--- config.mk ---
export PLATFORM = sky130hd
export DESIGN_NAME = ascon_perm_ctrl
export DESIGN_NICKNAME = d
export VERILOG_FILES = /design/src/rtl/ascon_pkg.sv /design/src/rtl/ascon_round.sv /design/src/rtl/ascon_perm_ctrl.sv
export SDC_FILE = /design/constraint.sdc
export NUM_CORES = 2
export LEC_CHECK = 0
export CELL_PAD_IN_SITES_DETAIL_PLACEMENT = 0
export CELL_PAD_IN_SITES_GLOBAL_PLACEMENT = 1
export CORE_AREA = 3 3 277 279
export DETAILED_ROUTE_END_ITERATION = 6
export DIE_AREA = 0 0 280 282
export GPL_ROUTABILITY_DRIVEN = 0
export PLACE_DENSITY = 0.84
export SYNTH_ARGS = -nofsm -noshare
export SYNTH_HDL_FRONTEND = slang
export SYNTH_SLANG_ARGS = --single-unit
--- constraint.sdc ---
create_clock -name clk -period 16.54 [get_ports clk]
set_input_delay 4.135 -clock clk [delete_from_list [all_inputs] [get_ports clk]]
set_output_delay 4.135 -clock clk [all_outputs]
set_load 0.01 [all_outputs]
--- src/rtl/ascon_pkg.sv ---
// Shared constants, types and helpers for the ASCON permutation sequencer.
// Holds the state geometry, rotation amounts, round constants and FSM encoding.
package ascon_pkg;

    localparam int ASCON_STATE_W    = 320;
    localparam int ASCON_WORD_W     = 64;
    localparam int ASCON_MAX_ROUNDS = 12;

    // Linear-layer rotate-right amounts, one pair per state word.
    localparam int ROT_X0_A = 19;
    localparam int ROT_X0_B = 28;
    localparam int ROT_X1_A = 61;
    localparam int ROT_X1_B = 39;
    localparam int ROT_X2_A = 1;
    localparam int ROT_X2_B = 6;
    localparam int ROT_X3_A = 10;
    localparam int ROT_X3_B = 17;
    localparam int ROT_X4_A = 7;
    localparam int ROT_X4_B = 41;

    typedef enum logic [1:0] {
        IDLE = 2'd0,
        RUN  = 2'd1,
        DONE = 2'd2
    } ascon_fsm_t;

    function automatic logic [7:0] ascon_rc(input logic [3:0] i);
        return {4'hF - i, i};
    endfunction

    function automatic logic [ASCON_WORD_W-1:0] rotr(input logic [ASCON_WORD_W-1:0] v,
                                                     input int unsigned n);
        return (v >> n) | (v << (ASCON_WORD_W - n));
    endfunction

endpackage

--- src/rtl/ascon_round.sv ---
// One combinational ASCON round: constant addition, bitsliced 5-bit S-box
// layer across all 64 columns, then the per-word linear diffusion layer.
module ascon_round
    import ascon_pkg::*;
(
    input  logic [ASCON_STATE_W-1:0] state,
    input  logic [3:0]               round_idx,
    output logic [ASCON_STATE_W-1:0] next_state
);

    logic [ASCON_WORD_W-1:0] x0, x1, x2, x3, x4;
    logic [ASCON_WORD_W-1:0] a0, a1, a2, a3, a4;
    logic [ASCON_WORD_W-1:0] t0, t1, t2, t3, t4;
    logic [ASCON_WORD_W-1:0] b0, b1, b2, b3, b4;
    logic [ASCON_WORD_W-1:0] s0, s1, s2, s3, s4;

    always_comb begin
        x0 = state[319:256];
        x1 = state[255:192];
        x2 = state[191:128] ^ {56'b0, ascon_rc(round_idx)};
        x3 = state[127:64];
        x4 = state[63:0];

        // Substitution layer, bitsliced: every bit column goes through the 5-bit S-box.
        a0 = x0 ^ x4;
        a1 = x1;
        a2 = x2 ^ x1;
        a3 = x3;
        a4 = x4 ^ x3;
        t0 = ~a0 & a1;
        t1 = ~a1 & a2;
        t2 = ~a2 & a3;
        t3 = ~a3 & a4;
        t4 = ~a4 & a0;
        b0 = a0 ^ t1;
        b1 = a1 ^ t2;
        b2 = a2 ^ t3;
        b3 = a3 ^ t4;
        b4 = a4 ^ t0;
        s1 = b1 ^ b0;
        s0 = b0 ^ b4;
        s3 = b3 ^ b2;
        s2 = ~b2;
        s4 = b4;

        next_state = {s0 ^ rotr(s0, ROT_X0_A) ^ rotr(s0, ROT_X0_B),
                      s1 ^ rotr(s1, ROT_X1_A) ^ rotr(s1, ROT_X1_B),
                      s2 ^ rotr(s2, ROT_X2_A) ^ rotr(s2, ROT_X2_B),
                      s3 ^ rotr(s3, ROT_X3_A) ^ rotr(s3, ROT_X3_B),
                      s4 ^ rotr(s4, ROT_X4_A) ^ rotr(s4, ROT_X4_B)};
    end

endmodule

--- src/rtl/ascon_perm_ctrl.sv ---
// Iterative ASCON p^n sequencer: accepts a state and round count, applies RPC
// rounds per clock from the owned state register, and returns the result.
module ascon_perm_ctrl
    import ascon_pkg::*;
#(
    parameter int RPC        = 1,
    parameter int MAX_ROUNDS = ASCON_MAX_ROUNDS
) (
    input  logic                     clk,
    input  logic                     rst,
    input  logic                     in_valid,
    output logic                     in_ready,
    input  logic [3:0]               rounds,
    input  logic [ASCON_STATE_W-1:0] state_in,
    output logic                     out_valid,
    input  logic                     out_ready,
    output logic [ASCON_STATE_W-1:0] state_out,
    output logic                     busy
);

    localparam logic [3:0] MAX_R = 4'(MAX_ROUNDS);

    ascon_fsm_t              fsm;
    logic [ASCON_STATE_W-1:0] state_reg;
    logic [3:0]               r;
    logic [3:0]               n_eff;
    logic [4:0]               r_sum;
    logic [3:0]               r_next;
    logic                     accept;
    logic [ASCON_STATE_W-1:0] stage0;
    logic [ASCON_STATE_W-1:0] round_next;

    assign n_eff    = (rounds > MAX_R) ? MAX_R : rounds;
    assign r_sum    = {1'b0, r} + 5'(RPC);
    assign r_next   = (r_sum >= 5'(MAX_ROUNDS)) ? MAX_R : r_sum[3:0];
    assign in_ready = (fsm == IDLE) || ((fsm == DONE) && out_ready);
    assign accept   = in_valid && in_ready;
    assign state_out = state_reg;

    ascon_round u_round0 (
        .state      (state_reg),
        .round_idx  (r),
        .next_state (stage0)
    );

    // Second cascaded round is bypassed when it would run past the last index (odd n).
    if (RPC == 2) begin : g_rpc2
        logic [ASCON_STATE_W-1:0] stage1;
        logic [3:0]               r_plus1;
        assign r_plus1 = r + 4'd1;
        ascon_round u_round1 (
            .state      (stage0),
            .round_idx  (r_plus1),
            .next_state (stage1)
        );
        assign round_next = (r_plus1 >= MAX_R) ? stage0 : stage1;
    end else if (RPC == 1) begin : g_rpc1
        assign round_next = stage0;
    end else begin : g_bad_rpc
        $error("ascon_perm_ctrl: RPC must be 1 or 2");
    end

    always_ff @(posedge clk or posedge rst) begin
        if (rst) begin
            fsm       <= IDLE;
            state_reg <= '0;
            r         <= '0;
            out_valid <= 1'b0;
            busy      <= 1'b0;
        end else begin
            unique case (fsm)
                IDLE, DONE: begin
                    if (accept) begin
                        state_reg <= state_in;
                        r         <= MAX_R - n_eff;
                        if (n_eff == 4'd0) begin
                            fsm       <= DONE;
                            out_valid <= 1'b1;
                            busy      <= 1'b0;
                        end else begin
                            fsm       <= RUN;
                            out_valid <= 1'b0;
                            busy      <= 1'b1;
                        end
                    end else if ((fsm == DONE) && out_ready) begin
                        fsm       <= IDLE;
                        out_valid <= 1'b0;
                    end
                end
                RUN: begin
                    state_reg <= round_next;
                    r         <= r_next;
                    if (r_next == MAX_R) begin
                        fsm       <= DONE;
                        out_valid <= 1'b1;
                        busy      <= 1'b0;
                    end
                end
                default: begin
                    fsm       <= IDLE;
                    out_valid <= 1'b0;
                    busy      <= 1'b0;
                end
            endcase
        end
    end

endmodule

==> impl_results.md <==
* Status: completed
* Worst EP required at approximately 12 ns
* CP max FO at 2
* Most common cell after layout, fill and taps aside: clkdlybuf4s50_1
* Min-delay worst type: register to register
* Clk_skew at 0.01479 ns
* FF-to-FF path depth at 7
* Die Span X at 280 µm
* Number of synthesized register bits at between 300 and 400
* CTS H-tree depth at 2
* Final period utilization at 0.5712
* Placeable Area at 0.07445 mm²
* Initial antenna violation count at 11
* IO buf count at 650
* DRT antenna net count at 0
* Synth top area cells: dfrtp_1, xnor3_1, xnor2_1
* Clock Tree Buf Depth at 3
* Clock latency at the later pin of the worst-skew pair at between 0.5 and 0.6 ns
* Hold depth at 1
* Syn Inst Count at between 2000 and 3000
* Final nets at roughly 4000
* Largest net degree at the start of global routing at around 140
* Fill count at 6753
* Number of global-route vias before repair at 25092
* TritonCTS buffer count at 43
* Fraction of layout cells with a size suffix above 1 at 0.04984
* GRT overflow at 0
* Most frequent cells in the layout: clkdlybuf4s50_1, xnor2_1, dfrtp_1
* Crit. End Element: output port
* DRC viols at 0
* CTS Sinks at roughly 330
* Ports at 651
* Drt total wl at between 100000 and 150000 µm
* Register clock-pin slew on the reported worst setup and hold paths at 0.06 ns
* RSZ-0062 raised after global routing: no
* Syn Area/Cell at around 11 µm²
* CTS root buf: clkbuf_16
* Yosys cell types at 47
* Endpoints failing setup at 0
* Synthesized Nets at ~3300
* DRT Pass-1 Iters at 6
* Fmax achieved at 105.9 MHz
* Post-DP HPWL at 122000 µm
* Synthesis-to-finish area growth at 29.23%
* Overall die height at between 200 and 300 µm
* Post-synth ARST share at 1.000
* Slew margin rel. at 0.03733
* Final Max Tran Viols at 0
* Post-synth EDFFs at 0
* First-pass GRT wire length at between 200000 and 250000 µm
* Area leader, netlist: dfrtp_1
* WS Path Type: primary input to output port
* Row cnt at 100
* Startpoint types: primary input
* Die Footprint at just under 0.08 mm²
* MaxCap Viol Count at 0
* Setup total negative slack at 0 ns
* Postcts setup bufs at 0
* Starting Density at 0.4079
* Seq/Total Area, Yosys at 0.2695
* Top cell type's share of synthesized area at 0.2695
* Vias per cell at approximately 6
* Slew @ Worst Pin at roughly 1.4 ns
* CTS tree: built
* Final Hold Fails at 0
* CP arrival at 5.31 ns
* Non-filler cells, final at about 4500
* Min Tclk post-route at about 9.4 ns
* Post-Syn Area at around 0.030 mm²
* Top_reg_cell synth: dfrtp_1
* Drt initial violations at 3145
* Routed WL per cell at around 33 µm
* Cell count after placement at 4406
* GRT Util Overall at 0.3671
* Via count at approximately 26000
* Post_cts resized at 0
* Hold-fix buffers, CTS at 0
* Synthesis Warnings at 0
metrics by stage:
| stage | hold WS (ns) | utilization | area, µm² | setup slack, ns |
|---|---|---|---|---|
| after CTS | 0.5001 | 0.5270 | 39230 | 7.082 |
| after floorplan | 0.5219 | - | 30370 | 3.350 |
| after detailed placement | 0.4842 | 0.5078 | 37810 | 7.083 |
| after global routing | 0.5366 | 0.5270 | 39240 | 7.043 |
| after global placement | 0.4829 | 0.5078 | 37810 | 7.066 |
| final | 0.5020 | 0.5271 | 39240 | 7.093 |
cells in the mapped netlist, drive strengths merged, types with 5 or more instances:
cell / count
dfrtp: 327
a211oi: 45
nand3: 37
xor3: 5
xnor2: 443
mux2i: 179
clkbuf: 78
and3: 108
nand2: 203
inv: 161
a21oi: 151
buf: 48
a21o: 38
o21ai: 225
xor2: 206
o211ai: 12
mux2: 12
xnor3: 251
nor2: 112
maj3: 28
ha: 131
a22oi: 50
a31oi: 19
layout make-up:
type | instances | area [µm²] | area share
diodes | 3 | 7.507 | 0.0001913
clock buffers | 62 | 1260 | 0.03211
clock inverters | 12 | 168.9 | 0.004304
inverters | 161 | 611.8 | 0.01559
multi-input cells | 2275 | 21090 | 0.5374
flip-flops and latches | 327 | 8183 | 0.2085
well taps | 969 | 1212 | 0.03090
repair buffers | 674 | 6711 | 0.1710
worst max-delay path, cell delays in order:
cell	delay, ns
clkdlybuf4s50_1	0.48
nor2b_1	0.07
nor2_1	0.09
clkdlybuf4s50_1	0.54
worst paths after layout:
path	startpoint	end	slack [ns]
max	out_ready	in_ready	7.09
min	busy	busy	0.50
max reg2reg	fsm[0]	state_out[84]	12.35
min reg2reg	busy	busy	0.50
max in group asynchronous	rst	state_out[187]	10.36
min in group asynchronous	rst	state_out[103]	4.07
cells by family (layout without fill, tap and decap cells):
logic type      Yosys count  after routing  synth area share
xor+xnor                905            905            0.3920
buf+inv                 287            909           0.03729
other cells               0              3                 0
mux                     191            191           0.06345
simple gates            470            470           0.06939
fa+ha+maj               159            159           0.06354
compound gates          550            550            0.1049
flops                   327            327            0.2695
sequential cells by signal (all words and copies together) (netlist names):
name	cells
state_out	320
r	4
busy	1
fsm	1
out_valid	1
metal layers:
| metal | global-route usage | share of wire | up-vias |
|---|---|---|---|
| li1 | - | - | 11135 |
| met1 | 0.4578 | 0.38 | 13021 |
| met2 | 0.5745 | 0.45 | 1618 |
| met3 | 0.1052 | 0.11 | 379 |
| met4 | 0.2046 | 0.066 | 10 |
| met5 | 0.002385 | 0.00042 | - |
Power is left out: the tool's default activity adds up to more than one toggle a clock period on the data nets, which glitch-free logic cannot reach.
==> RTL change, RTL diff (config.mk and constraints unchanged) <==
Reset style: synchronous (`rst`), changed in one clocked block.
--- a/src/rtl/ascon_perm_ctrl.sv
+++ b/src/rtl/ascon_perm_ctrl.sv
@@ -60,7 +60,7 @@
         $error("ascon_perm_ctrl: RPC must be 1 or 2");
     end
 
-    always_ff @(posedge clk or posedge rst) begin
+    always_ff @(posedge clk) begin
         if (rst) begin
             fsm       <= IDLE;
             state_reg <= '0;
Formal check against the unedited RTL: not equivalent (a bounded check fails within 4 cycles, from zero or initial values and one cycle with rst high; the reset may be asserted at any time).
==> RTL change against the original RTL <==
  * The flow now finishes with violations (design-rule violations)
  * Core utilization is 2.8 points lower
  * Count of clock-buffer cells in the layout is 4 higher
  * Setup slack worse by 0.16 ns
  * Design area is 5.4% lower
  * Highest routed layer unchanged
  * Register-to-register slack better by 0.67 ns
  * Maximum frequency is 1.7% lower
  * Synthesized area is 7.4% lower
  * Routed wire length is 1.1% higher
  * Sequential cell count stayed put
  * Die area stayed put
  * Cell count is 11% higher
  * Clock skew is 0.0076 ns higher
  * Critical path type unchanged
Power is left out: the tool's default activity adds up to more than one toggle a clock period on the data nets, which glitch-free logic cannot reach.
==> RTL change: results (changes against the original RTL) <==
* Status: finished with violations
* Failing checks: design-rule violations
* R2R Setup Slk at 13.02 ns (+0.67 ns)
* Yosys cell types at 47 (unchanged)
* Clock latency on the worst-skew pair at 0.60 ns (+0.02 ns)
* Drt first pass iters at 7 (+1)
* Critical Path AT at 5.47 ns (+0.16 ns)
* HP Start: busy
* Adder-Cell Fraction of Synth Area at 7.89% (+1.5 points)
* Detailed placer's ending HPWL at 123 mm (+0.65%)
* Final clock skew at 0.0224 ns (+0.00757 ns)
* XOR/XNOR share of the synthesized area at 36.7% (-2.5 points)
* Largest net degree at the start of global routing at 195 (+44%)
* DR vias at 28300 (+8.2%)
* Primary FF master, synth: dfxtp_1
* Dpl cell area at 35600 um2 (-6.0%)
* Vias in the first global route at 26700 (+6.5%)
* DRC Markers at 5 (+5)
* Layout cells sized above 1 at 5.07% (+0.083 points)
* First-pass GRT wire length at 205 mm (+1.9%)
* RR Startpoint: r[2]
* Syn_nets at 3869 (+16%)
* GRT Overall Usage at 36.7% (-0.052 points)
* Yosys warning count at 0 (unchanged)
* Worst Path Max Fanout at 4 (+2)
* Fin nets at 4431 (+12%)
* Initial DRC Count at 2984 (-5.1%)
* ANT nets after route at 0 (unchanged)
* Fill cells at 7186 (+6.4%)
* Ranking of synthesized cells by area: xnor2_1 (30%), dfxtp_1 (23%), a211oi_1 (6.8%), ha_1 (5.8%), nand2_1 (5.7%)
* Worst Max-Slew Pin Slew at 1.32 ns (-0.113 ns)
* Crit. Startpoint: out_ready
* Worst Hold Class: flop to flop
* CTS root buffer: clkbuf_16
* Post-synthesis mux area share at 0.334% (-6.0 points)
* Initial antenna violation count at 5 (-6)
* Synth Area in Compound Gates at 16.8% (+6.3 points)
* Slew Limit Fails at 0 (unchanged)
* Htree depth at 2 (unchanged)
* Clock slew at reported path FFs at 0.06 ns (about the same)
* Clock Path Buffers at 3 (unchanged)
* Setup Fix Bufs, Post-CTS at 0 (unchanged)
* Seq/Total Area, Yosys at 23.3% (-3.7 points)
* Post-synth top cells: xnor2_1 (962), nand2_1 (429), dfxtp_1 (327), a211oi_1 (253), nor2_1 (241)
* Post-synth ARST share at 0% (-100 points)
* Final Routed Wirelength at 151 mm (+1.1%)
RTL change: cell types whose count changed after synthesis, moves of 208 or more:
cell / delta
dfrtp_1: -327
nand2_1: +226
a211oi_1: +208
dfxtp_1: +327
xnor2_1: +572
xnor3_1: -242
RTL change: worst paths after layout:
kind,endpoint,depth (start not counted)
worst max-delay path,in_ready,4
worst max register to register,state_out[66],7
worst min-delay path,busy,2
worst min register to register,busy,2
RTL change: worst max-delay path: cells and delay by family:
family | cells | cell delay [ns]
simple gates | 2 | 0.33
buf+inv | 2 | 1.01
RTL change: kinds of logic (layout without fill, tap and decap cells):
logic type	Yosys count	after routing
multiplexers	9	9
flip-flops	327	327
adder cells (fa/ha/maj)	189	189
AO/OA/AOI/OAI	659	659
AND/OR/NAND/NOR	716	716
buffers and inverters	367	963
other	0	2
XOR/XNOR	1143	1143
RTL change: cell type report:
class                      instances  area [um2]  share of cell area [%]
multi-input combinational       2716       20200                    54.4
timing repair buffer             692        6860                    18.5
sequential                       327        6550                    17.6
clock buffer                      66        1360                    3.65
tap                              969        1210                    3.27
inverter                         192         721                    1.94
clock inverter                    13         215                   0.580
antenna                            2        5.00                  0.0135
RTL change: routing by layer:
| layer | track usage, % | vias up | wire [um] | part of all wire (%) |
|---|---|---|---|---|
| met5 | 0 | - | 44 | 0.029 |
| met4 | 21.4 | 6 | 10800 | 7.1 |
| met3 | 9.03 | 397 | 15400 | 10 |
| met2 | 58.1 | 1694 | 66800 | 44 |
| met1 | 45.3 | 13600 | 57800 | 38 |
| li1 | - | 12600 | - | - |
RTL change: stage by stage:
stage	hold slack, ns	cells	setup WS (ns)
floorplan	0.499	3410	7.91
global placement	0.478	4896	6.90
detailed placement	0.482	4896	6.92
CTS	0.491	4975	6.92
global route	0.504	4976	6.86
finish	0.488	4977	6.93
